[src/rtl/result_serializer.sv]
// Result serializer: captures a 256-bit accumulator block on the rising edge of
// acc_done and emits it as 16 addressed 16-bit words over a valid/ready port.
// One block is active and one more can wait in a pending slot; a third is dropped.
module result_serializer #(
  parameter int unsigned ADDR_W    = 8,
  parameter int unsigned BASE_ADDR = 0
) (
  input  logic              clock,
  input  logic              reset,
  input  logic              acc_done,
  input  logic [255:0]      acc_data,
  input  logic              out_ready,
  output logic              out_valid,
  output logic [15:0]       out_data,
  output logic [ADDR_W-1:0] out_addr,
  output logic              busy,
  output logic              block_done,
  output logic              overflow
);

  localparam logic [ADDR_W-1:0] BaseAddr = ADDR_W'(BASE_ADDR);

  typedef enum logic {StIdle, StSend} state_e;

  state_e              state_q, state_d;
  logic [3:0]          word_idx_q, word_idx_d;
  logic [ADDR_W-1:0]   block_idx_q, block_idx_d;
  logic                pend_valid_q, pend_valid_d;
  logic                overflow_q, overflow_d;
  logic [255:0]        active_q, active_d;
  logic [255:0]        pend_q, pend_d;
  logic                acc_done_q;
  // Cleared while acc_done is high at reset so a level held across reset is
  // not mistaken for a new edge; set once acc_done has been seen low.
  logic                armed_q;

  logic send, capture, xfer, last_xfer;

  assign send      = (state_q == StSend);
  assign capture   = acc_done & ~acc_done_q & armed_q;
  assign xfer      = send & out_ready;
  assign last_xfer = xfer & (word_idx_q == 4'd15);

  // Output port view of the current state; word k sits at [255-16k -: 16].
  assign out_valid  = send;
  assign busy       = send;
  assign block_done = last_xfer;
  assign overflow   = overflow_q;
  assign out_data   = send ? active_q[{~word_idx_q, 4'b0000} +: 16] : 16'h0000;
  assign out_addr   = BaseAddr + (block_idx_q << 4) + ADDR_W'(word_idx_q);

  // Next-state: word sequencing, pending hand-over and overflow detection.
  always_comb begin
    state_d      = state_q;
    word_idx_d   = word_idx_q;
    block_idx_d  = block_idx_q;
    pend_valid_d = pend_valid_q;
    overflow_d   = overflow_q;
    active_d     = active_q;
    pend_d       = pend_q;

    unique case (state_q)
      StIdle: begin
        if (capture) begin
          active_d   = acc_data;
          word_idx_d = 4'd0;
          state_d    = StSend;
        end
      end
      StSend: begin
        if (xfer) begin
          word_idx_d = word_idx_q + 4'd1;
        end
        if (last_xfer) begin
          block_idx_d = block_idx_q + ADDR_W'(1);
          if (pend_valid_q) begin
            // Pending slot frees this cycle, so a coinciding capture refills it.
            active_d = pend_q;
            if (capture) begin
              pend_d = acc_data;
            end else begin
              pend_valid_d = 1'b0;
            end
          end else if (capture) begin
            active_d = acc_data;
          end else begin
            state_d = StIdle;
          end
        end else if (capture) begin
          if (pend_valid_q) begin
            overflow_d = 1'b1;
          end else begin
            pend_d       = acc_data;
            pend_valid_d = 1'b1;
          end
        end
      end
      default: state_d = StIdle;
    endcase
  end

  // Control state with synchronous reset; reset wins over any capture.
  always_ff @(posedge clock) begin
    if (reset) begin
      state_q      <= StIdle;
      word_idx_q   <= 4'd0;
      block_idx_q  <= '0;
      pend_valid_q <= 1'b0;
      overflow_q   <= 1'b0;
      acc_done_q   <= 1'b0;
      armed_q      <= ~acc_done;
    end else begin
      state_q      <= state_d;
      word_idx_q   <= word_idx_d;
      block_idx_q  <= block_idx_d;
      pend_valid_q <= pend_valid_d;
      overflow_q   <= overflow_d;
      acc_done_q   <= acc_done;
      armed_q      <= armed_q | ~acc_done;
    end
  end

  // Block storage needs no reset; it is only observed while sending.
  always_ff @(posedge clock) begin
    active_q <= active_d;
    pend_q   <= pend_d;
  end

endmodule

[config.mk]
export PLATFORM = sky130hd
export DESIGN_NAME = result_serializer
export DESIGN_NICKNAME = d
export VERILOG_FILES = /design/src/rtl/result_serializer.sv
export SDC_FILE = /design/constraint.sdc
export NUM_CORES = 1
export LEC_CHECK = 0
export ABC_AREA = 0
export CORE_MARGIN = 8
export CORE_UTILIZATION = 46
export DETAILED_ROUTE_END_ITERATION = 7
export GPL_TIMING_DRIVEN = 0
export PLACE_DENSITY = 0.75
export SETUP_SLACK_MARGIN = 0.05
export SYNTH_ARGS = -nofsm -noshare
export SYNTH_HDL_FRONTEND = slang
export SYNTH_SLANG_ARGS = --single-unit
export TNS_END_PERCENT = 100
[constraint.sdc]
create_clock -name clock -period 10 [get_ports clock]
set_clock_uncertainty 0.2 [all_clocks]
set_input_delay 2 -clock clock [delete_from_list [all_inputs] [get_ports clock]]
set_output_delay 2 -clock clock [all_outputs]
set_load 0.01 [all_outputs]
==> After elaboration in Yosys (flattened, before gate mapping) <==
Index checks and enable logic that the tools add are counted.
{ "totals": {"register_bits": 529, "output_inout_bits": 28, "word_cells": 57, "in_bits": 260} }
{ "classes": {"n_addsub": 3, "bitwise": 10, "shifts": 1, "reduce_logical": 6, "n_mux": 21, "n_eq_ne": 7} }
{ "ops": {"columns": ["cell", "n"], "rows": [
  ["$mux W256", 8],
  ["$pmux W256 S2", 1],
  ["$shiftx A256 B9 Y16", 1],
  ["$mux W16", 1],
  ["$add A8 B1 Y8 const B", 1],
  ["$add A8 B4 Y8", 1],
  ["$mux W4", 2],
  ["$pmux W4 S2", 1],
  ["$mux W1", 7],
  ["$ne A2 B1 Y1 const B", 3],
  ["$ne A2 B2 Y1 const B", 3],
  ["$reduce_and A2 Y1", 3],
  ["$reduce_and A5 Y1", 1],
  ["$add A4 B1 Y4 const B", 1],
  ["$and A1 B1 Y1", 4],
  ["$eq A4 B4 Y1 const B", 1],
  ["$not A1 Y1", 4],
  ["$not A4 Y4", 1],
  ["$reduce_and A4 Y1", 1],
  ["$pmux W1 S2", 1],
  ["$reduce_bool A2 Y1", 1],
  ["$or A1 B1 Y1", 1]
]} }

==> Logic depth before layout (Yosys ltp) <==
{ "logic_depth": {"word_depth": 7, "mapped_depth": 8, "ltp_nobuf": 5} }

==> Worst setup path after synthesis <==
Ideal clock, no wire load.
{ "synth_path": {"path_type": "input to register", "start": "input port out_ready", "end": "register pend_q[0] (enable)", "t_required_ns": 9.151, "setup_ns": 0.649, "stages": 4, "t_arrival_ns": 8.371, "path_slack_ns": 0.780, "n_path_buf": 0, "path_cell_list": "and3_1 -> nand3_2 -> xor2_1 -> and2_1"} }
{ "synth_between": {"elab_chain_cells": 4, "elab_cells_between_ends": 6, "classes_between": "eq/ne (2); bitwise (2); reduce/logical (2)"} }
{ "synth_rtl": {"columns": ["item", "line", "source"], "rows": [
  ["start, declared", "12", "input logic out_ready,"],
  ["$and A1 B1 Y1 *", "41", "assign xfer = send & out_ready;"],
  ["$and A1 B1 Y1 *", "42", "assign last_xfer = xfer & (word_idx_q == 4'd15);"],
  ["$ne A2 B1 Y1 (no source line), or another cell as far along", null, null],
  ["$reduce_and A5 Y1 (no source line) *", null, null],
  ["end signal, assigned", "126", "pend_q <= pend_d;"],
  ["end, declared", "31", "logic [255:0] pend_q, pend_d;"]
]} }
Every way passes the cells marked *; elsewhere a longest branch is shown, timed or not.
A chain may end at the register's enable or synchronous reset.

==> Final worst setup path <==
{ "layout_path": {"start": "input port out_ready", "end": "output port block_done"} }
{ "layout_between": {"elab_chain_cells": 2} }
{ "layout_rtl": {"columns": ["item", "line", "source"], "rows": [
  ["$and A1 B1 Y1", "41", null],
  ["$and A1 B1 Y1", "42", null],
  ["end, declared", "17", "output logic block_done,"]
]} }
Every way passes these cells.

==> metrics list <==
- The flow ran to the end, and the final reports show no timing, DRC or antenna violations.
- Max-cap violations: 0
* Initial core utilization: 46.7%
- Final-report setup violation count: 0
* Via total after detailed routing: 16109
* Share of synthesized area occupied by flip-flops and latches: 66.6%
* Buffer count from post-CTS setup fixing: 0
* Final #Nets: 2305
* Number of library cell types mapped by synthesis: 36
* Worst setup path category: in2out
* Post-placement cell count: 2659
* Avg Vias per Cell: 5.83
- Post-synth EDFFs: 512
- TritonCTS built the clock tree.
- Number of I/O port buffers: 287
- For this block, the initial DRC count from the detailed router was 1625.
* Overall Global Routing Usage: 23.6%
- Worst vdd rail ir drop: 107 uV
- Placed wire-length estimate after detailed placement: 51.9 mm
- Number of nets in the synthesized netlist: 1954
- Final-report hold violation count: 0
* Number of instances in the synthesized netlist: 1692
- Pin slew with the least headroom to its limit: 891 ps
- Number of placed I/O pins: 288
- Counting the fill cells in the layout gives 3970.
- Worst-skew pair later-pin latency: 600 ps
* Yosys warning total: 0
- Setup slack on the worst reg-to-reg path comes out at 6290 ps.
- In this run the power density over the cells is 192 mW/mm^2.
- In this run the worst setup path terminates at block_done.
- The worst register-to-register path ends at pend_q[125]$_DFFE_PP_.
- Startpoint Class: input pin
- The number of hold buffers added after CTS was 0.
- Data on the critical path is required at its endpoint by 7800 ps.
* GRT Residual Overflow: 0
* Async SR Flop Fraction: 0%
- Post-route minimum period: 6050 ps
* Detailed-route wire length per cell: 25.9 microns
* Weighted congestion reported at the end of routability-driven placement: 0.860
- In this run the cell area measured after placement is 0.0274 sq mm.
* Peak Freq: 165 MHz
- Antenna violations before repair: 9
* Crit-path cells: clkdlybuf4s50_1, and3_1, nand3_2, inv_1, clkdlybuf4s50_1
- Detailed-router iteration count before antenna repair: 5
- Flip-flop cell with the highest count after synthesis: sky130_fd_sc_hd__edfxtp_1
- Of the available clock period, the critical path in the final layout requires 60.5%.
- In this run, synthesis produced a sequential element count of 525.
- CTS H-tree lvls: 2
* Proportion of netlist area held by the largest area contributor: 65.5%
- CTS placed an instance of sky130_fd_sc_hd__clkbuf_16 at the clock tree root.
- The longest clock path from root to sink contains 3 buffers.
- Launching element of the worst setup path: out_ready
- Non-Filler Cell Area, Final: 0.0291 sq mm
* Largest cells by area after synthesis: sky130_fd_sc_hd__edfxtp_1, sky130_fd_sc_hd__mux2i_1, sky130_fd_sc_hd__o21ai_1, sky130_fd_sc_hd__nand2_1, sky130_fd_sc_hd__a22oi_1
* Maximum single-stage delay on the critical path: 610 ps
- Worst slack at placement: 3960 ps
* Cell type with the highest occurrence count on the critical path: sky130_fd_sc_hd__clkdlybuf4s50_1
- The worst register-to-register path begins at word_idx_q[2]$_SDFFE_PP0P_.
* Most frequent cell after synthesis: sky130_fd_sc_hd__edfxtp_1
- Compared with the post-synthesis result, the final layout area differs by 24.0%.
- After floorplanning, the core was sized to cover 0.0503 sq mm.
* Die X: 242 microns
- The die covers 0.0585 sq mm.
- The via count of the first global-routing pass came to 16820.
- Unrepaired setup endpoints after global routing: no
* Synth area leader: sky130_fd_sc_hd__edfxtp_1
- Leaving out filler cells and counting taps, the final layout contains 2763.
* Worst-path cell with the longest stage delay: sky130_fd_sc_hd__clkdlybuf4s50_1
- CP endpoint kind: output pin
* CTS buffer count: 54
- The post-route netlist has 9.05% of its cells at a drive strength greater than 1.
- Wires add up to 71.6 mm.
* Total number of placement rows: 82
- Along the worst path, the maximum fanout reaches 8.
- The first global-routing pass estimated 106 mm of wire.
* Clock edge transition at the registers on the reported setup and hold paths: 60 ps
- Summed over all cells, the static leakage comes to 0.0107 uW.
- Minimum setup slack in the final design: 3950 ps
* Combined area of all synthesized cells: 0.0235 sq mm
* Cell types with the highest counts after synthesis: sky130_fd_sc_hd__edfxtp_1, sky130_fd_sc_hd__mux2i_1, sky130_fd_sc_hd__nand2_1
- For this design, the sink count on the clock tree is 525.
- Antenna violation net count after detailed routing: 0
- Summed over all failing endpoints, the final setup total negative slack is 0 ps.
* Class of the tightest hold or removal check: reg2reg
- After clock tree synthesis, the repair step resized 0 gates.
- Final-report max-slew violation count: 0
- In the routed design, unresolved DRC markers number 0.
- STA puts the critical path data arrival time at 3850 ps.
- Measured along the y axis, the die boundary spans 242 microns.
* Number of cell instances on the worst register-to-register path: 6
- Pin count of the biggest net entering global routing: 67
- Average footprint of a synthesized cell: 13.9 sq um
- Hold Crit Start: overflow$_SDFFE_PP0P_
* Worst max-slew margin expressed relative to the limit: 40.6%
## sequential cells by signal, indices dropped and copies added, names as in the netlist
signal and count:
acc_done_q 1, active_q 256, armed_q 1, block_idx_q 4, busy 1, overflow 1, pend_q 256, pend_valid_q 1
word_idx_q 4
## critical path: cells and delay by family
family,cells,cell delay (ps)
buf+inv,3,1320
simple gates,2,530
## placed cells by master (no fill, tap or decap), drive strengths merged, types with 6 or more instances in the layout
cell type / Yosys / final
mux2i: 361 / 361
a21oi: 6 / 6
nand2: 276 / 276
mux4: 12 / 12
nand2b: 8 / 8
clkbuf: 28 / 105
clkinv: 0 / 21
o21ai: 275 / 275
clkdlybuf4s50: 0 / 287
nand3: 17 / 17
edfxtp: 512 / 512
buf: 92 / 100
nor2: 10 / 10
a22oi: 50 / 50
dfxtp: 13 / 13
## logic make-up after synthesis
logic type	share of synthesized area, %
compound gates	7.89
xor+xnor	0.149
fa+ha+maj	0.107
buf+inv	3.10
flops	66.6
mux	16.5
simple gates	5.61
## report_power, final
group          switching, uW  leakage (uW)  internal (uW)
sequential               153       0.00505           2740
clock                    847      0.000829           1090
combinational            408       0.00485            356
total                   1410        0.0107           4180
## worst min-delay path by stage
stage	endpoint	slack (ps)	cells past startpoint
6_report	overflow$_SDFFE_PP0P_	280	2
5_1_grt	armed_q$_DFF_P_	320	2
4_1_cts	overflow$_SDFFE_PP0P_	290	2
3_5_place_dp	overflow$_SDFFE_PP0P_	270	2
3_3_place_gp	overflow$_SDFFE_PP0P_	260	2
2_1_floorplan	armed_q$_DFF_P_	250	2
## layer usage
metal | up-vias | track usage (%) | share of wire (%)
met2 | 787 | 37.7 | 47
li1 | 7103 | - | -
met3 | 157 | 5.10 | 8.6
met1 | 8046 | 31.6 | 41
met5 | - | 0 | 0.14
met4 | 16 | 8.57 | 3.8
## cell type report
type	count	area, sq um	share of cell area [%]
Clock buffer	77	1490	5.12
Antenna cell	3	7.51	0.0258
Clock inverter	24	193	0.662
Buffer	120	721	2.48
Tap cell	672	841	2.89
Multi-Input combinational cell	1045	7120	24.5
Inverter	2	7.51	0.0258
Timing Repair Buffer	295	3090	10.6
Sequential cell	525	15600	53.7
## metrics by stage
stage               utilization (%)  power (uW)  hold slack (ps)
floorplan                         -        3320              249
global placement               54.1        3670              257
detailed placement             54.5        3690              273
CTS                            57.9        5610              287
global route                   57.9        5770              319
finish                         57.9        5590              282
No activity file was read; power rests on OpenSTA's default activity.
